<file path="config.mk">
export PLATFORM = sky130hd
export DESIGN_NAME = dds_parallel_serializer
export DESIGN_NICKNAME = d
export VERILOG_FILES = /design/src/rtl/dds_parallel_pkg.sv /design/src/rtl/dds_beat_fifo.sv /design/src/rtl/dds_parallel_serializer.sv
export SDC_FILE = /design/constraint.sdc
export NUM_CORES = 1
export LEC_CHECK = 0
export CAP_MARGIN = 40
export CORE_MARGIN = 2
export CORE_UTILIZATION = 35
export CTS_BUF_LIST = sky130_fd_sc_hd__clkbuf_4 sky130_fd_sc_hd__clkbuf_8
export DETAILED_ROUTE_END_ITERATION = 8
export GPL_TIMING_DRIVEN = 0
export PLACE_DENSITY_LB_ADDON = 0.3
export SYNTH_ARGS = -nofsm -noshare
export SYNTH_HDL_FRONTEND = slang
export SYNTH_SLANG_ARGS = --single-unit
</file>
<file path="constraint.sdc">
create_clock -name clk -period 10.1 [get_ports clk]
set_clock_uncertainty 0.15 [all_clocks]
set_input_delay 1.01 -clock clk [delete_from_list [all_inputs] [get_ports clk]]
set_output_delay 1.01 -clock clk [all_outputs]
set_load 0.05 [all_outputs]
</file>
<file path="src/rtl/dds_parallel_pkg.sv">
// dds_parallel_pkg: shared DDS stream constants, serializer state encoding and lane-index width helper
package dds_parallel_pkg;
  localparam int DDS_CHANNEL = 8;
  localparam int DATA_WIDTH = 16;
  localparam logic [0:0] IDLE = 1'b0;
  localparam logic [0:0] RUN = 1'b1;
  function automatic int lane_w(input int n);
    return (n > 1) ? $clog2(n) : 1;
  endfunction
endpackage

</file>
<file path="src/rtl/dds_beat_fifo.sv">
// dds_beat_fifo: 2-entry beat buffer exposing the head entry and the entry behind it
module dds_beat_fifo #(
  parameter int W = 128
) (
  input  logic         clk,
  input  logic         rst_n,
  input  logic         push,
  input  logic         pop,
  input  logic [W-1:0] din,
  output logic [W-1:0] head,
  output logic [W-1:0] second,
  output logic [1:0]   count
);
  logic [W-1:0] mem [2];
  logic rd, wr;
  assign head = mem[rd];
  assign second = mem[~rd];
  always_ff @(posedge clk)
    if (push) mem[wr] <= din;
  always_ff @(posedge clk or negedge rst_n)
    if (!rst_n) begin
      rd <= 1'b0;
      wr <= 1'b0;
      count <= 2'd0;
    end else begin
      wr <= wr ^ push;
      rd <= rd ^ pop;
      count <= count + 2'(push) - 2'(pop);
    end
endmodule

</file>
<file path="src/rtl/dds_parallel_serializer.sv">
// dds_parallel_serializer: AXIS parallel-beat to one-sample-per-clock serializer with sticky underflow.
// Define OFFSET_BINARY_EN to invert each output sample MSB (two's complement to offset binary).
module dds_parallel_serializer
  import dds_parallel_pkg::*;
#(
  parameter int dds_channel = DDS_CHANNEL,
  parameter int data_width = DATA_WIDTH,
  localparam int CW = lane_w(dds_channel)
) (
  input  logic                              clk,
  input  logic                              rst_n,
  input  logic [data_width*dds_channel-1:0] s_axis_tdata,
  input  logic                              s_axis_tvalid,
  output logic                              s_axis_tready,
  output logic [data_width-1:0]             m_axis_tdata,
  output logic                              m_axis_tvalid,
  input  logic                              m_axis_tready,
  output logic [CW-1:0]                     m_axis_tuser,
  output logic                              m_axis_tlast,
  output logic                              underflow,
  input  logic                              underflow_clr
);
  localparam int BW = data_width * dds_channel;
  localparam logic [CW-1:0] LAST = CW'(dds_channel - 1);
  logic init_done, started, push, hs, pop, load;
  logic [0:0] state;
  logic [1:0] count;
  logic [BW-1:0] head, second, src;
  logic [CW-1:0] lane_nxt;
  logic [data_width-1:0] sample;
  dds_beat_fifo #(.W(BW)) u_fifo (
    .clk(clk), .rst_n(rst_n), .push(push), .pop(pop),
    .din(s_axis_tdata), .head(head), .second(second), .count(count)
  );
  assign s_axis_tready = init_done && count != 2'd2;
  assign push = s_axis_tvalid && s_axis_tready;
  assign hs = m_axis_tvalid && m_axis_tready;
  assign pop = hs && m_axis_tlast;
  // On the last-lane pop the next beat is either the buffered one or the beat arriving this very cycle
  always_comb begin
    src = (pop && count == 2'd1) ? s_axis_tdata : pop ? second : head;
    load = hs ? (!m_axis_tlast || count == 2'd2 || push) : (!m_axis_tvalid && count != 2'd0);
    lane_nxt = (hs && !m_axis_tlast) ? m_axis_tuser + CW'(1) : '0;
    sample = src[int'(lane_nxt)*data_width +: data_width];
`ifdef OFFSET_BINARY_EN
    sample[data_width-1] = ~sample[data_width-1];
`endif
  end
  always_ff @(posedge clk or negedge rst_n)
    if (!rst_n) begin
      init_done <= 1'b0;
      started <= 1'b0;
      state <= IDLE;
      underflow <= 1'b0;
      m_axis_tvalid <= 1'b0;
      m_axis_tdata <= '0;
      m_axis_tuser <= '0;
      m_axis_tlast <= 1'b0;
    end else begin
      init_done <= 1'b1;
      started <= started | hs;
      state <= (state == IDLE && push) ? RUN : (pop && count == 2'd1 && !push) ? IDLE : state;
      underflow <= (started && state == IDLE && m_axis_tready) || (underflow && !underflow_clr);
      if (load) begin
        m_axis_tvalid <= 1'b1;
        m_axis_tdata <= sample;
        m_axis_tuser <= lane_nxt;
        m_axis_tlast <= lane_nxt == LAST;
      end else if (hs) m_axis_tvalid <= 1'b0;
    end
endmodule

</file>
==> impl_metrics.toml, run 1 <==
[outcome]
status = "finished, final reports clean"

[timing]
grt_setup_unrepaired = "no"
clock.fmax_mhz = 259
setup_tns_ns = 0
finalSetupViolations = 0
worst_pin_slew_ns = 0.955
maxSlewViolCount = 0
slew_headroom_pct = 36.4
finalHoldViolations = 0
fin_crit_sh_pct = 38.2
fin_crit_ns = 3.85

[power_and_ir_drop]
vdd_drop_max_mv = 0.120
p_per_area_nw_per_um2 = 274
p_total_uw = 4210
leakage_uw = 0.00519

[drt]
avgRoutedWirePerCell_um = 23.8
dr.pass1.iters = 7
vias_per_cell = 5.50
drc = 0
wl_mm = 37.7
drt-initial-drc-count = 919
ant_nets = 0
dr_total_vias = 8705

[global_routing]
grt_pass1_wl_mm = 55.0
antenna_found_initial = 0
overflow = 0
grt_pass1_vias = 8684
grt_use_total_pct = 20.7
grt_max_degree = 59

[logic_synthesis]
ys_types = 74
synth_seq_cells = 285
synth_area_leader_cell = "edfxtp_1"
synth_top_area_share_pct = 63.7
ys_async_sr_fraction_pct = 10.2
synth_area_leaders = "edfxtp_1, dfrtp_1, nand2_1"
synth_flop_cell = "edfxtp_1"
avgSynthCellArea_sq_um = 13.8
syn_nets = 1013
yosys_warnings = 0
synth-edff-count = 256
synth_area_sq_um = 12100
ys_seq_area_share_pct = 69.7
netlist_instances = 875

[job]
cap_violations = 0

[clocking]
clock_path_buffers = 3
cts_resized = 0
hold_buffers = 0
cts_tree = "yes"
clkSlewWorstSetupHoldPaths_ns = 0.06
cts_num_sinks = 285
insertion_delay_ns = 0.58
post_cts_buffers = 0
htreeDepth = 2
cts_buffers = 50
cts-root-buf = "clkbuf_8"

[critical_path]
path_depth = 8
worst_ep_arrival_time_ns = 4.18
critPathKind = "in2reg"
cp_max_fo = 10
path_cells = "clkdlybuf4s50_1, buf_2, and2b_1, nand3_1, o21ai_1, clkbuf_1, nor2_1, o31ai_1"
r2r_end = "m_axis_tdata[12]"
crit_buf_inv = 3
required_ns = 10.42
crit_slowest_cell = "clkbuf_1"
start_kind = "primary input"
cp-startpoint = "m_axis_tready"
critPathTopFamily = "buffers and inverters"
critPathCaptureType = "register"
cpPeakStageDelay_ns = 0.69
timing.rr.start = "m_axis_tuser[0]"
reg2regPathDepth = 6
worst-r2r-setup-slack_ns = 6.81

[floorplanning]
io_pins = 156
core-area_sq_um = 34300
die_area_sq_um = 36000
die_w_um = 190
floorplan.initialDensity_pct = 35.2
die_y_um = 190
placementRows = 68

[placement]
place_inst = 1490
gp_congestion = 0.848
placed_area_sq_um = 14300
dp_hpwl_mm = 25.9
io_buffer_count = 155

[layout]
syn2layout_area_growth_pct = 27.1
multi_input_area_sq_um = 3330
fill_cells = 3058
finalInstanceArea_sq_um = 15300
final_cells = 1583
seq_area_sq_um = 8410
diodes = 0
drive_above_1_share_pct = 12.7
nets = 1226

[hold_path]
hold_class = "in2async"
==> registers in the layout, summed over array words and instances, names as in the netlist <==
signal and flops:
init_done 1, m_axis_tdata 16, m_axis_tlast 1, m_axis_tuser 3, m_axis_tvalid 1, started 1
state 1, u_fifo.count 2, u_fifo.mem 256, u_fifo.rd 1, u_fifo.wr 1, underflow 1
==> per-stage QoR <==
stage               util (%)  setup slack, ns  hold slack [ns]
finish                  44.7             6.25            0.240
CTS                     44.7             6.41            0.236
global route            44.7             6.22            0.257
floorplan                  -             4.50            0.273
detailed placement      41.8             5.82            0.301
global placement        41.4             2.72            0.292
==> routing by layer <==
layer,global-route usage (%),vias to the layer above,share of wire [%]
met2,32.5,425,47
met5,0,-,0
met4,7.48,0,2.9
li1,-,3863,-
met1,27.8,4346,42
met3,5.48,71,8.8
==> how the worst max path moves through the flow <==
stage	to	slack (ns)
after detailed placement	m_axis_tdata[12]	5.82
after CTS	m_axis_tdata[12]	6.41
after global routing	m_axis_tdata[12]	6.22
final	m_axis_tdata[12]	6.25
after global placement	u_fifo.mem[1][72]	2.72
after floorplan	u_fifo.mem[1][0]	4.50
==> cells in the mapped netlist (9+ instances only) <==
| cell | n |
|---|---|
| dfrtp_1 | 29 |
| o22ai_1 | 14 |
| nand3_1 | 39 |
| or3_1 | 10 |
| edfxtp_1 | 256 |
| a31oi_1 | 12 |
| buf_2 | 21 |
| a211oi_1 | 9 |
| o221ai_1 | 16 |
| mux2i_1 | 12 |
| a221oi_1 | 9 |
| clkbuf_1 | 27 |
| a21oi_1 | 45 |
| nand2_1 | 128 |
| mux4_2 | 14 |
| nor3_1 | 9 |
| o211ai_1 | 17 |
| nor2_1 | 29 |
| o21ai_0 | 36 |
==> layout make-up <==
type / count / share of cell area (%)
repair buffers: 161 / 11.0
clock inverters: 16 / 0.497
flip-flops and latches: 285 / 54.8
multi-input cells: 520 / 21.7
plain buffers: 59 / 1.97
well taps: 455 / 3.71
inverters: 11 / 0.302
clock buffers: 76 / 5.92
==> kinds of logic (layout without fill, tap and decap cells) <==
logic type,after synthesis,count (layout),share of synthesized area (%)
other cells,1,1,0.0311
flops,285,285,69.7
simple gates,258,258,9.88
buf+inv,70,323,2.89
xor+xnor,4,4,0.446
compound gates,222,222,12.5
fa+ha+maj,5,5,0.518
mux,30,30,4.01
==> where the power goes <==
part           switching (uW)  internal [uW]  total, uW
Clock                     476            574       1050
Combinational            1040            543       1580
Sequential               89.1           1490       1580
==> layout by cell type (no fill, tap or decap), drive strengths merged, types with 14 or more instances in the layout <==
cell type and count:
buf 39, edfxtp 256, clkinv 15, nand3 40, o21ai 40, o22ai 14, o211ai 17, nor2 30
clkdlybuf4s50 154, nand2 128, mux4 14, o221ai 16, a21oi 45, dfrtp 29, clkbuf 103
==> worst register-to-register path: stages (launching register included) <==
cell	delay (ns)
dfrtp_1	0.46
ha_1	0.37
nand3_1	0.38
o21ai_1	0.57
clkbuf_1	0.69
nor2_1	0.26
o31ai_1	0.29
Power figures use the tool's default switching activity.
==> run 2: changes to the inputs <==
==> constraint.sdc (replaced) <==
create_clock -name clk -period 3.6 [get_ports clk]
set_clock_uncertainty 0.15 [all_clocks]
set_input_delay 0.36 -clock clk [delete_from_list [all_inputs] [get_ports clk]]
set_output_delay 0.36 -clock clk [all_outputs]
set_load 0.05 [all_outputs]
==> run 2 against run 1 <==
  * Clock power rose to 2.8 times the previous value
  * Sequential power rose to 2.8 times the previous value
  * Highest routed layer is now met5
  * Largest power group is now combinational logic
  * Wire length down 1.2%
  * Power rose to 2.8 times the previous value
  * Worst setup slack worse by 6.0 ns
  * Sequential cell count unchanged
  * Register-to-register slack worse by 6.6 ns
  * Global-route usage down 0.23 points
  * Core utilization about the same
==> impl_metrics.toml, run 2 (synthesis gave the netlist of run 1 again) <==
[critical_path]
crit_slowest_cell = "o21ai_1"
critPathKind = "reg2reg"
start_kind = "register"
path_cells = "ha_1, nand3_1, o21ai_1, clkbuf_1, nor2_1, o31ai_1"
cp_max_fo = 10
cpPeakStageDelay_ns = 0.65
worst_ep_arrival_time_ns = 3.72
crit_buf_inv = 1
critPathTopFamily = "compound AO/OA/AOI/OAI gates"
critPathCaptureType = "register"
required_ns = 3.92

[timing]
worst_pin_slew_ns = 0.929
fin_crit_ns = 3.40
finalHoldViolations = 0
maxSlewViolCount = 0
finalWorstSetupSlack_ns = 0.201
finalSetupViolations = 0
clock.fmax_mhz = 294
grt_setup_unrepaired = "no"
slew_headroom_pct = 38.1
fin_crit_sh_pct = 94.4

[placement]
dp_slack_ns = -0.119
gp_congestion = 0.842
dp_hpwl_mm = 25.7
io_buffer_count = 155

[outcome]
status = "finished, final reports clean"

[floorplanning]
floorplan.initialDensity_pct = 35.2
die_w_um = 190
core-area_sq_um = 34300
die_y_um = 190
die_area_sq_um = 36000
io_pins = 156
placementRows = 68

[global_routing]
grt_pass1_wl_mm = 53.9
grt_use_total_pct = 20.5
overflow = 0
use_met2_pct = 32.0
grt_max_degree = 56
met3_usage_pct = 5.46
antenna_found_initial = 4
use_met1_pct = 27.7
grt_busiest_layer = "met2"
grt_pass1_vias = 8553

[layout]
syn2layout_area_growth_pct = 27.0
fill_cells = 3113
drive_above_1_share_pct = 12.7
largest_reg_flops = 256
nets = 1224
layout_common_cells = "edfxtp_1, clkdlybuf4s50_1, nand2_1"
regMostFlops = "u_fifo.mem"
top_regs = "u_fifo.mem (256), m_axis_tdata (16), m_axis_tuser (3)"
final_common_cell = "edfxtp_1"

[power_and_ir_drop]
p_per_area_nw_per_um2 = 774
p_total_uw = 11900
vdd_drop_max_mv = 0.303
leakage_uw = 0.00519

[clocking]
cts_buffers = 48
cts_tree = "yes"
clock_path_buffers = 3
cts_num_sinks = 285
post_cts_buffers = 0
hold_buffers = 1
clkSlewWorstSetupHoldPaths_ns = 0.06
cts-root-buf = "clkbuf_8"
cts_resized = 0
htreeDepth = 2
insertion_delay_ns = 0.56

[drt]
drt-initial-drc-count = 842
dr_total_vias = 8657
vias_per_cell = 5.49
avgRoutedWirePerCell_um = 23.6
wl_mm = 37.2
dr.pass1.iters = 5
ant_nets = 0
drc = 0

[job]
cap_violations = 0

[hold_path]
hold_class = "in2reg"
-- run 2: cell count changes in the layout (fill, tap and decap cells not counted), sizes merged --
cell / before / now
clkinv: 15 / 9
bufinv: 0 / 2
buf: 39 / 38
clkbuf: 103 / 102
diode: 0 / 1
dlygate4sd3: 0 / 1
inv: 12 / 11
-- run 2: metal layers --
layer  part of all wire (%)  vias to the layer above  wire length, um
met2                     46                      442            17200
met5                  0.097                        -               36
li1                       -                     3847                -
met3                    9.6                       69             3570
met1                     41                     4295            15400
met4                    2.8                        4             1030
-- run 2: metrics by stage --
step	std cells	TNS [ns]	instance area (sq um)	hold slack [ns]	util [%]
floorplan	875	-159.70	12100	-0.0856	-
global placement	1485	-210.34	14200	0.290	41.4
detailed placement	1490	-0.504	14300	0.297	41.8
CTS	1577	0	15300	0.196	44.7
global route	1578	0	15300	0.198	44.7
finish	1578	0	15300	0.225	44.7
-- run 2: area by class of cell --
| cell class | count | area (sq um) | share of cell area [%] |
|---|---|---|---|
| well taps | 455 | 569 | 3.71 |
| flip-flops and latches | 285 | 8410 | 54.9 |
| clock buffers | 75 | 888 | 5.79 |
| multi-input cells | 520 | 3330 | 21.7 |
| repair buffers | 161 | 1670 | 10.9 |
| plain buffers | 59 | 303 | 1.98 |
| inverters | 11 | 46.3 | 0.302 |
| diodes | 1 | 2.50 | 0.0163 |
| clock inverters | 11 | 106 | 0.694 |
-- run 2: report_power, final --
group	total, uW	internal (uW)	switching, uW
Combinational	4440	1530	2920
Sequential	4430	4180	253
Clock	2990	1710	1280
Total	11900	7410	4450
-- run 2: path summary, 6_finish.rpt --
check	start	endpoint	slack (ns)	depth (start not counted)
max	m_axis_tuser[0]	m_axis_tdata[12]	0.20	6
min	s_axis_tdata[127]	u_fifo.mem[1][127]	0.23	1
max reg2reg	m_axis_tuser[0]	m_axis_tdata[12]	0.20	6
min reg2reg	state	underflow	0.30	1
max in group asynchronous	rst_n	m_axis_tuser[1]	2.48	2
min in group asynchronous	rst_n	m_axis_tdata[8]	0.30	2
